File: src/rtl/multi_target_tracker.sv
// -----------------------------------------------------------------------------
// multi_target_tracker
//   Holds up to NUM_TRACKS tracks. Each accepted (x,y,z) measurement is matched
//   to the nearest predicted track within GATE (Chebyshev distance), or opens a
//   new track in the lowest free slot. Each track keeps a signed velocity and a
//   saturating one-step linear prediction. Tracks that miss MISS_LIMIT
//   consecutive frames are dropped. Low lock_active flushes every track.
//
// Ports
//   clk, reset_n                 clock, asynchronous active-low reset
//   lock_active                  acceptance enable, low flushes all tracks
//   frame_tick                   single-cycle frame boundary pulse
//   x_in, y_in, z_in, in_valid   measurement; in_ready accepts it
//   out_valid / out_ready        track report handshake
//   trk_id                       slot of the reported track
//   x_curr, y_curr, z_curr       updated position
//   x_pred, y_pred, z_pred       predicted next position
//   new_track                    report is a freshly allocated track
//   target_moving                |velocity| >= VELOCITY_THRESHOLD on any axis
//   active_mask                  registered per-slot valid bits
//   overflow                     one-cycle pulse: measurement dropped, no slot
// -----------------------------------------------------------------------------
module multi_target_tracker #(
  parameter int                 COORD_W            = 16,
  parameter int                 NUM_TRACKS         = 4,
  parameter int                 ID_W               = 2,
  parameter logic [COORD_W-1:0] GATE               = 16'd8,
  parameter logic [COORD_W-1:0] VELOCITY_THRESHOLD = 16'd2,
  parameter int                 MISS_LIMIT         = 3
) (
  input  logic                  clk,
  input  logic                  reset_n,
  input  logic                  lock_active,
  input  logic                  frame_tick,
  input  logic [COORD_W-1:0]    x_in,
  input  logic [COORD_W-1:0]    y_in,
  input  logic [COORD_W-1:0]    z_in,
  input  logic                  in_valid,
  output logic                  in_ready,
  output logic                  out_valid,
  input  logic                  out_ready,
  output logic [ID_W-1:0]       trk_id,
  output logic [COORD_W-1:0]    x_curr,
  output logic [COORD_W-1:0]    y_curr,
  output logic [COORD_W-1:0]    z_curr,
  output logic [COORD_W-1:0]    x_pred,
  output logic [COORD_W-1:0]    y_pred,
  output logic [COORD_W-1:0]    z_pred,
  output logic                  new_track,
  output logic                  target_moving,
  output logic [NUM_TRACKS-1:0] active_mask,
  output logic                  overflow
);

  localparam int VEL_W  = COORD_W + 1;
  localparam int MISS_W = $clog2(MISS_LIMIT + 1);
  localparam logic [ID_W-1:0]   LAST_IDX  = ID_W'(NUM_TRACKS - 1);
  localparam logic [MISS_W-1:0] MISS_LAST = MISS_W'(MISS_LIMIT - 1);

  typedef enum logic [2:0] {IDLE, TICK, FLUSH, SEARCH, UPDATE, REPORT} state_t;

  state_t state, state_nxt;

  // Slot storage
  logic [NUM_TRACKS-1:0]    slot_valid;
  logic [NUM_TRACKS-1:0]    slot_hit;
  logic [MISS_W-1:0]        miss [NUM_TRACKS];
  logic [COORD_W-1:0]       pos  [NUM_TRACKS][3];
  logic [COORD_W-1:0]       pred [NUM_TRACKS][3];
  logic signed [VEL_W-1:0]  vel  [NUM_TRACKS][3];

  // Measurement and search bookkeeping
  logic [COORD_W-1:0]       meas [3];
  logic [ID_W-1:0]          idx;
  logic [ID_W-1:0]          best_idx;
  logic [ID_W-1:0]          free_idx;
  logic                     best_found;
  logic                     free_found;
  logic [COORD_W-1:0]       best_dist;
  logic                     tick_pending;
  logic                     run;

  logic [COORD_W-1:0]       cur_dist;
  logic signed [VEL_W-1:0]  upd_vel  [3];
  logic [COORD_W-1:0]       upd_pred [3];

  function automatic logic [COORD_W-1:0] abs_diff(input logic [COORD_W-1:0] a,
                                                  input logic [COORD_W-1:0] b);
    return (a >= b) ? (a - b) : (b - a);
  endfunction

  function automatic logic [COORD_W-1:0] max3(input logic [COORD_W-1:0] a,
                                              input logic [COORD_W-1:0] b,
                                              input logic [COORD_W-1:0] c);
    logic [COORD_W-1:0] m;
    m = (a > b) ? a : b;
    return (m > c) ? m : c;
  endfunction

  // pos + vel clamped to [0, 2^COORD_W-1]; two guard bits catch both ends.
  function automatic logic [COORD_W-1:0] sat_pred(input logic [COORD_W-1:0]      p,
                                                  input logic signed [VEL_W-1:0] v);
    logic signed [COORD_W+1:0] s;
    s = $signed({2'b00, p}) + $signed({v[VEL_W-1], v});
    if (s[COORD_W+1])    return '0;
    else if (s[COORD_W]) return '1;
    else                 return s[COORD_W-1:0];
  endfunction

  function automatic logic is_fast(input logic signed [VEL_W-1:0] v);
    logic [VEL_W-1:0] m;
    m = v[VEL_W-1] ? VEL_W'(-v) : VEL_W'(v);
    return m >= {1'b0, VELOCITY_THRESHOLD};
  endfunction

  // A tick seen this very cycle already blocks acceptance so it is serviced first.
  assign in_ready = run && (state == IDLE) && lock_active && !tick_pending && !frame_tick;

  always_comb begin
    cur_dist = max3(abs_diff(meas[0], pred[idx][0]),
                    abs_diff(meas[1], pred[idx][1]),
                    abs_diff(meas[2], pred[idx][2]));
  end

  always_comb begin
    for (int a = 0; a < 3; a++) begin
      upd_vel[a]  = $signed({1'b0, meas[a]}) - $signed({1'b0, pos[best_idx][a]});
      upd_pred[a] = sat_pred(meas[a], upd_vel[a]);
    end
  end

  // Slot contents cannot change while a report is held, so this is stable.
  always_comb begin
    target_moving = 1'b0;
    if (out_valid) begin
      for (int a = 0; a < 3; a++) begin
        if (is_fast(vel[trk_id][a])) target_moving = 1'b1;
      end
    end
  end

  always_comb begin
    state_nxt = state;
    case (state)
      IDLE: begin
        if (!lock_active && |slot_valid)      state_nxt = FLUSH;
        else if (tick_pending || frame_tick)  state_nxt = TICK;
        else if (in_valid && in_ready)        state_nxt = SEARCH;
      end
      TICK:    state_nxt = IDLE;
      FLUSH:   state_nxt = IDLE;
      SEARCH:  if (idx == LAST_IDX) state_nxt = UPDATE;
      UPDATE:  state_nxt = (best_found || free_found) ? REPORT : IDLE;
      REPORT:  if (out_ready) state_nxt = IDLE;
      default: state_nxt = IDLE;
    endcase
  end

  always_ff @(posedge clk or negedge reset_n) begin
    if (!reset_n) begin
      state        <= IDLE;
      run          <= 1'b0;
      tick_pending <= 1'b0;
      idx          <= '0;
      best_idx     <= '0;
      free_idx     <= '0;
      best_found   <= 1'b0;
      free_found   <= 1'b0;
      best_dist    <= '0;
      slot_valid   <= '0;
      slot_hit     <= '0;
      for (int i = 0; i < NUM_TRACKS; i++) begin
        miss[i] <= '0;
        for (int a = 0; a < 3; a++) begin
          pos[i][a]  <= '0;
          pred[i][a] <= '0;
          vel[i][a]  <= '0;
        end
      end
      for (int a = 0; a < 3; a++) meas[a] <= '0;
      out_valid   <= 1'b0;
      trk_id      <= '0;
      x_curr      <= '0;
      y_curr      <= '0;
      z_curr      <= '0;
      x_pred      <= '0;
      y_pred      <= '0;
      z_pred      <= '0;
      new_track   <= 1'b0;
      active_mask <= '0;
      overflow    <= 1'b0;
    end else begin
      run         <= 1'b1;
      state       <= state_nxt;
      overflow    <= 1'b0;
      active_mask <= slot_valid;

      // A tick landing on the cycle its predecessor is serviced stays pending.
      if (frame_tick)                          tick_pending <= 1'b1;
      else if (state == TICK || state == FLUSH) tick_pending <= 1'b0;

      case (state)
        IDLE: begin
          if (state_nxt == SEARCH) begin
            meas[0]    <= x_in;
            meas[1]    <= y_in;
            meas[2]    <= z_in;
            idx        <= '0;
            best_found <= 1'b0;
            free_found <= 1'b0;
          end
        end

        TICK: begin
          for (int i = 0; i < NUM_TRACKS; i++) begin
            if (slot_valid[i]) begin
              if (slot_hit[i]) begin
                miss[i] <= '0;
              end else begin
                miss[i] <= miss[i] + 1'b1;
                if (miss[i] == MISS_LAST) slot_valid[i] <= 1'b0;
              end
            end
          end
          slot_hit <= '0;
        end

        FLUSH: begin
          slot_valid <= '0;
          slot_hit   <= '0;
          for (int i = 0; i < NUM_TRACKS; i++) miss[i] <= '0;
        end

        SEARCH: begin
          if (slot_valid[idx] && cur_dist <= GATE &&
              (!best_found || cur_dist < best_dist)) begin
            best_found <= 1'b1;
            best_idx   <= idx;
            best_dist  <= cur_dist;
          end
          if (!slot_valid[idx] && !free_found) begin
            free_found <= 1'b1;
            free_idx   <= idx;
          end
          idx <= idx + 1'b1;
        end

        UPDATE: begin
          if (best_found) begin
            for (int a = 0; a < 3; a++) begin
              vel[best_idx][a]  <= upd_vel[a];
              pred[best_idx][a] <= upd_pred[a];
              pos[best_idx][a]  <= meas[a];
            end
            slot_hit[best_idx] <= 1'b1;
            trk_id    <= best_idx;
            new_track <= 1'b0;
            x_pred    <= upd_pred[0];
            y_pred    <= upd_pred[1];
            z_pred    <= upd_pred[2];
            out_valid <= 1'b1;
          end else if (free_found) begin
            for (int a = 0; a < 3; a++) begin
              vel[free_idx][a]  <= '0;
              pred[free_idx][a] <= meas[a];
              pos[free_idx][a]  <= meas[a];
            end
            slot_valid[free_idx] <= 1'b1;
            slot_hit[free_idx]   <= 1'b1;
            miss[free_idx]       <= '0;
            trk_id    <= free_idx;
            new_track <= 1'b1;
            x_pred    <= meas[0];
            y_pred    <= meas[1];
            z_pred    <= meas[2];
            out_valid <= 1'b1;
          end else begin
            overflow <= 1'b1;
          end
          if (best_found || free_found) begin
            x_curr <= meas[0];
            y_curr <= meas[1];
            z_curr <= meas[2];
          end
        end

        REPORT: begin
          if (out_ready) out_valid <= 1'b0;
        end

        default: ;
      endcase
    end
  end

endmodule
File: config.mk
export PLATFORM = sky130hd
export DESIGN_NAME = multi_target_tracker
export DESIGN_NICKNAME = d
export VERILOG_FILES = /design/src/rtl/multi_target_tracker.sv
export SDC_FILE = /design/constraint.sdc
export NUM_CORES = 2
export LEC_CHECK = 0
export CORE_MARGIN = 5
export CORE_UTILIZATION = 30
export CTS_CLUSTER_DIAMETER = 60
export DETAILED_ROUTE_END_ITERATION = 10
export GPL_ROUTABILITY_DRIVEN = 0
export GPL_TIMING_DRIVEN = 0
export SYNTH_ARGS = -nofsm -noshare
export SYNTH_HDL_FRONTEND = slang
export SYNTH_SLANG_ARGS = --single-unit
File: constraint.sdc
create_clock -name clk -period 9.4 [get_ports clk]
set_input_delay 1.41 -clock clk [delete_from_list [all_inputs] [get_ports clk]]
set_output_delay 1.41 -clock clk [all_outputs]
set_load 0.02 [all_outputs]
== Word-level counts from Yosys, hierarchy flattened ==
Cells that the tools add are included.

* Bits in registers: 786
* Input port bits: 54
* Logic and storage cells: 331

* $add $sub $neg: 20
* Magnitude comparators: 21
* Equality and inequality tests: 22
* Muxes and demuxes: 141
* Bitwise gates (word level): 15
* Reductions and logical operators: 47

{| class="wikitable"
|+ Operator list
! kind !! count
|-
| $bwmux W192 || 12
|-
| $mux W192 || 4
|-
| $and A204 B204 Y204 || 3
|-
| $bwmux W204 || 3
|-
| $demux W51 S2 || 6
|-
| $not A204 Y204 || 3
|-
| $demux W48 S2 || 6
|-
| $mux W204 || 2
|-
| $mux W16 || 19
|-
| $mux W48 || 6
|-
| $mux W51 || 4
|-
| $bmux W48 S2 || 2
|-
| $bmux W51 S2 || 1
|-
| $sub A16 B16 Y16 || 6
|-
| $mux W17 || 5
|-
| $mux W34 || 2
|-
| $mux W32 || 2
|-
| $add A17 B17 Y18 || 3
|-
| $ge A17 B2 Y1 const B || 3
|-
| $neg A17 Y17 || 3
|-
| $sub A16 B16 Y17 || 3
|-
| $ge A16 B16 Y1 || 3
|-
| $gt A16 B16 Y1 || 2
|-
| $mux W1 || 31
|-
| other kinds (42) || 132
|}

== Depth between registers and ports, before layout ==
* Depth after elaboration: 15
* Gate-level depth with buffers: 47
* Gate-level depth less buffers: 43

== Worst setup path before layout ==
OpenSTA, ideal clock, no wires.

* Kind: reg2reg
* Start: register idx[0]
* End: register best_dist[10]
* Arrival: 9.860 ns
* Required time: 9.281 ns
* Setup slack: -0.579 ns
* Stages on the path, launching flop included: 45
* Period minus slack after synthesis: 9.979 ns
* Cell sequence: dfrtp_1 -> clkbuf_1 -> buf_1 -> mux4_2 -> ha_1 -> buf_2 -> and4_1 -> a21o_1 -> o21ai_1 -> and3_1 -> clkbuf_1 -> buf_4 -> buf_2 -> mux2i_1 -> o221ai_1 -> xnor2_1 -> ha_1 -> and3_1 -> [9 not listed] -> or2_2 -> o31ai_2 -> nor3_2 -> a222oi_1 -> inv_1 -> ha_1 -> a21o_1 -> a21oi_1 -> nor2b_1 -> o21ai_0 -> nand2b_1 -> a211oi_1 -> o211ai_1 -> a31o_2 -> a311oi_2 -> nand4b_4 -> buf_4 -> and2_1

* Longest elaborated chain between the ends: 14
* Elaborated cells on any way between the ends: 28
* Those cells by class: 6 x add/sub; 7 x order compare; 10 x mux; 1 x bitwise; 4 x reduce/logical

{| class="wikitable"
|+ RTL lines
! element !! RTL line !! source
|-
| start: declaration || 74 || <nowiki>logic [ID_W-1:0] idx;</nowiki>
|-
| start signal: assignment || 245 || <nowiki>idx <= idx + 1'b1;</nowiki>
|-
| $not A2 Y3 (implied by the code) (*) || 120, 121, 122 ||
|-
| $bmux W48 S2 (*) || 120, 121, 122 ||
|-
| $mux W48 (implied by the code) (*) (2 in series) || 122 || <nowiki>abs_diff(meas[2], pred[idx][2]));</nowiki>
|-
| $sub A16 B16 Y16 or $ge A16 B16 Y1 (tied branches) || 89 || <nowiki>return (a >= b) ? (a - b) : (b - a);</nowiki>
|-
| $mux W16 || 89 ||
|-
| $gt A16 B16 Y1 || 96 || <nowiki>m = (a > b) ? a : b;</nowiki>
|-
| $mux W16 || 96 ||
|-
| $gt A16 B16 Y1 || 97 || <nowiki>return (m > c) ? m : c;</nowiki>
|-
| $mux W16 (*) || 97 ||
|-
| net cur_dist[9] || 83 || <nowiki>logic [COORD_W-1:0] cur_dist;</nowiki>
|-
| $le A16 B4 Y1 or $lt A16 B16 Y1 (tied branches) || 235, 236 ||
|-
| $logic_and A1 B1 Y1 or $logic_or A1 B1 Y1 (tied branches) || 235, 236 ||
|-
| $logic_and A1 B1 Y1 (*) || 235 || <nowiki>if (slot_valid[idx] && cur_dist <= GATE &&</nowiki>
|-
| $reduce_and A2 Y1 (no line) (*) || - ||
|-
| end signal: assignment || 239 || <nowiki>best_dist <= cur_dist;</nowiki>
|-
| end: declaration || 79 || <nowiki>logic [COORD_W-1:0] best_dist;</nowiki>
|}

Mark *: on every way through the listed nets, which the timed path passes. The rest lies on a longest branch. The select of a mux whose other input is x is not followed.
A chain may end at the register's enable or synchronous reset.

== Worst setup path after layout ==
* Start: register idx[0]
* End: register best_idx[1]

* Longest elaborated chain between the ends: 14
* Elaborated cells on any way between the ends: 28
* Those cells by class: 6 x add/sub; 7 x order compare; 10 x mux; 1 x bitwise; 4 x reduce/logical

{| class="wikitable"
|+ RTL lines
! element !! RTL line !! source
|-
| $not A2 Y3 (implied by the code) (*) || 120, 121, 122 ||
|-
| $bmux W48 S2 (*) || 120, 121, 122 ||
|-
| $mux W48 (implied by the code) (*) (2 in series) || 122 ||
|-
| $sub A16 B16 Y16 or $ge A16 B16 Y1 (tied branches) || 89 ||
|-
| $mux W16 || 89 ||
|-
| $gt A16 B16 Y1 || 96 ||
|-
| $mux W16 || 96 ||
|-
| $gt A16 B16 Y1 || 97 ||
|-
| $mux W16 (*) || 97 ||
|-
| net cur_dist[9] || 83 ||
|-
| $le A16 B4 Y1 or $lt A16 B16 Y1 (tied branches) || 235, 236 ||
|-
| $logic_and A1 B1 Y1 or $logic_or A1 B1 Y1 (tied branches) || 235, 236 ||
|-
| $logic_and A1 B1 Y1 (*) || 235 ||
|-
| $reduce_and A2 Y1 (no line) (*) || - ||
|-
| end signal: assignment || 238 || <nowiki>best_idx <= idx;</nowiki>
|-
| end: declaration || 75 || <nowiki>logic [ID_W-1:0] best_idx;</nowiki>
|}

Marks and branches as above.

==> summary.md <==
| Metric | Value |
|---|---|
| ANT nets after route | `0` |
| Worst Path Max Fanout | `10` |
| Fin crit share | `104.3%` |
| DRC | `0` |
| Worst Hold Class | `reg -> reg` |
| Yosys cell types | `94` |
| Max Cap Viol | `2` |
| R2R depth | `42` |
| Ys async rst share | `100.0%` |
| Largest net degree at the start of global routing | `121` |
| Starting Density | `30.25%` |
| Final Hold Fails | `0` |
| Post-Layout Inst Area | `0.05461 mm2` |
| Hold_ws | `0.4747 ns` |
| Synth Register Bits | `786` |
| Post-DP Area | `0.04983 mm2` |
| Syn_nets | `4909` |
| Critical Path Source Type | `flop` |
| Setup Skew | `0.02995 ns` |
| Die W | `399.3 um` |
| Final Routed Wirelength | `182.1 mm` |
| Nets | `5247` |
| Detailed Route Iter0 Violations | `4838` |
| Area leader, netlist | `dfrtp_1` |
| Rows | `142` |
| Routed WL per cell | `25.91 um` |
| Clk_lat worst skew | `0.69 ns` |
| CP endpoint kind | `flop` |
| Clock root buffer | `clkbuf_16` |
| Die height | `399.3 um` |
| Core Box Area | `0.1503 mm2` |
| PortBufs | `160` |
| Reg clk slew, reported paths | `0.06 ns` |
| CTS tree | `done` |
| Mapped Area | `0.04547 mm2` |
| CTS buffer count | `91` |
| Setup WS post-layout | `-0.4037 ns` |
| FF-to-FF End | `best_idx[1]$_DFFE_PN0P_` |
| Max_slew headroom | `-3.637%` |
| Worst setup path startpoint | `idx[0]$_DFFE_PN0P_` |
| Max-slew violations | `12` |
| Fin crit period | `9.804 ns` |
| Final core utilization | `36.33%` |
| Hold_sp | `pos[143]$_DFFE_PN0P_` |
| Levels on crit path | `42` |
| Worst setup path class | `reg -> reg` |
| Vias in the first global route | `39880` |
| CP max-delay cell | `mux4_2` |
| Main synth FF type | `dfrtp_1` |
| Avg Inst Size Synth | `9.889 um2` |
| Worst path bufs/invs | `7` |
| Synth Instances | `4598` |
| Share of cells above drive strength 1 | `12.92%` |
| Top cells by area, synth | `dfrtp_1 (43%), mux4_2 (7.3%), ha_1 (6.7%)` |
| EDFF count, synth | `0` |
| CTS sink count | `786` |
| Total GRT Usage | `22.20%` |
| Area of the die | `0.1595 mm2` |
| CP endpoint | `best_idx[1]$_DFFE_PN0P_` |
| Top delay family on crit path | `compound AO/OA/AOI/OAI gates` |
| Via Count | `40460` |
| Post-synth top area share | `43.26%` |
| Post-DR vias/cell | `5.755` |
| P&R area growth vs syn | `20.09%` |
| CTS max path bufs | `3` |
| Worst Path Arrival | `10.36 ns` |
| Unrepaired setup endpoints after global routing | `true` |
| Total grt overflow | `0` |
| Slew of the pin with the lowest slew margin | `1.555 ns` |
| Yosys warns | `0` |
| I/O Pins | `161` |
| Register area share after synthesis | `43.26%` |
| Achievable clock frequency | `102.0 MHz` |
| Critical R2R Launch | `idx[0]$_DFFE_PN0P_` |
| Finish-stage setup viols | `19` |
| Drt first pass iters | `7` |
| Violated checks | `max-capacitance violations, max-slew violations, negative setup slack` |
| First-pass GRT wire length | `266.9 mm` |
| R2R Setup Slk | `-0.40 ns` |
| Slowest stage delay, CP | `0.54 ns` |
| Htree depth | `3` |
| Critical Path RT | `9.96 ns` |
| DP Wirelength | `135.5 mm` |
| Antenna violations before repair | `10` |
| Status | `finished, violations left` |
[metal layers]
metal,up-vias,track usage [%],share of wire (%)
li1,17510,-,-
met1,20240,29.37,40
met2,2250,33.52,43
met3,450,6.484,11
met4,6,10.25,5.3
met5,-,0.4002,0.065
[layout make-up]
class / count / area (um2)
tap: 2016 / 2522
buffer: 344 / 1612
inverter: 255 / 957.2
clock inverter: 41 / 541.8
antenna: 4 / 10.01
multi-input combinational: 3210 / 24210
timing repair buffer: 248 / 2447
sequential: 786 / 19670
fill: 15070 / 95700
clock buffer: 125 / 2638
[cell usage after synthesis (20+ instances only)]
master    count
a22o_1      161
nand3_1      68
a211oi_1     25
a32o_1       98
a31oi_1      20
nand2_1     348
mux4_2      148
nand2b_1     32
a21oi_1     394
and2_1       27
inv_1       255
ha_1        245
clkbuf_1    297
o21ai_0     359
mux2i_1      33
mux2_2       59
and3_1       20
buf_1        23
xor2_1       39
dfrtp_1     786
xnor2_1      87
nor3_1       78
o22ai_1     203
nor2_1      381
buf_2        21
a21o_1       63
nor2b_1      21
[cell families (layout without fill, tap and decap cells)]
| kind of cell | after synthesis | count (layout) | synth area share, % |
|---|---|---|---|
| AOI/OAI and AO/OA | 1524 | 1524 | 21.96 |
| and+or+nand+nor | 1057 | 1058 | 10.34 |
| DFF | 786 | 786 | 43.26 |
| buffers and inverters | 603 | 1013 | 5.118 |
| adders and majority gates | 257 | 257 | 7.270 |
| muxes | 244 | 244 | 9.625 |
| xor gates and xnor gates | 126 | 126 | 2.427 |
| other | 1 | 5 | 0.008247 |
[per-stage QoR]
step | cells | TNS [ns] | worst slack, ns
3_3_place_gp | 6774 | - | -29.15
4_1_cts | 6998 | 0 | 0.002236
6_report | 7029 | -7.194 | -0.4037
3_5_place_dp | 6783 | -45.51 | -2.331
5_1_grt | 7025 | -12.14 | -0.6622
2_1_floorplan | 4598 | 0 | 0.04613
[flip-flops by register name (all words and copies together) (netlist names), 2 cells and up]
signal and count:
vel 204, pos 192, pred 192, meas 48, best_dist 16, x_curr 16, x_pred 16, y_curr 16
y_pred 16, z_curr 16, z_pred 16, miss 8, active_mask 4, slot_hit 4, slot_valid 4, state 3
best_idx 2, free_idx 2, idx 2, trk_id 2
[layout by cell type (no fill, tap or decap), types with 18 or more instances in the layout]
cell / instances
dfrtp_1: 784
a21oi_1: 383
nor2_1: 377
o21ai_0: 347
nand2_1: 345
clkbuf_1: 288
inv_1: 253
ha_1: 230
o22ai_1: 203
a22o_1: 161
clkdlybuf4s50_1: 159
mux4_2: 148
a32o_1: 98
clkbuf_16: 97
buf_4: 80
xnor2_1: 79
nor3_1: 76
nand3_1: 66
a21o_1: 63
mux2_2: 59
xor2_1: 33
nand2b_1: 32
mux2i_1: 27
and2_1: 25
nor2b_1: 21
clkbuf_8: 20
a211oi_1: 19
and3_1: 18
a31oi_1: 18
[tightest hold or removal path: cells and delay by family (launching register included)]
kind / cells / cell delay, ns
DFF: 1 / 0.34
and+or+nand+nor: 2 / 0.11
[how the worst min path moves through the flow]
stage                               end  cells past startpoint  slack [ns]
2_1_floorplan  active_mask[1]$_DFF_PN0_                      0        0.41
3_3_place_gp       pos[108]$_DFFE_PN0P_                      2        0.46
3_5_place_dp       pos[143]$_DFFE_PN0P_                      2        0.46
4_1_cts            pos[143]$_DFFE_PN0P_                      2        0.48
5_1_grt             vel[51]$_DFFE_PN0P_                      2        0.49
6_report           pos[143]$_DFFE_PN0P_                      2        0.47
[timing repair]
action	4_1_cts	5_1_grt
setup endpoints to repair	69	136
hold buffers	0	0
cloned	3	1
pin swaps	43	42
buffers inserted	50	26
gates resized for setup	156	66
Power is not shown: default switching activity piles up to over one toggle a cycle in this logic, so the estimate is an artifact.
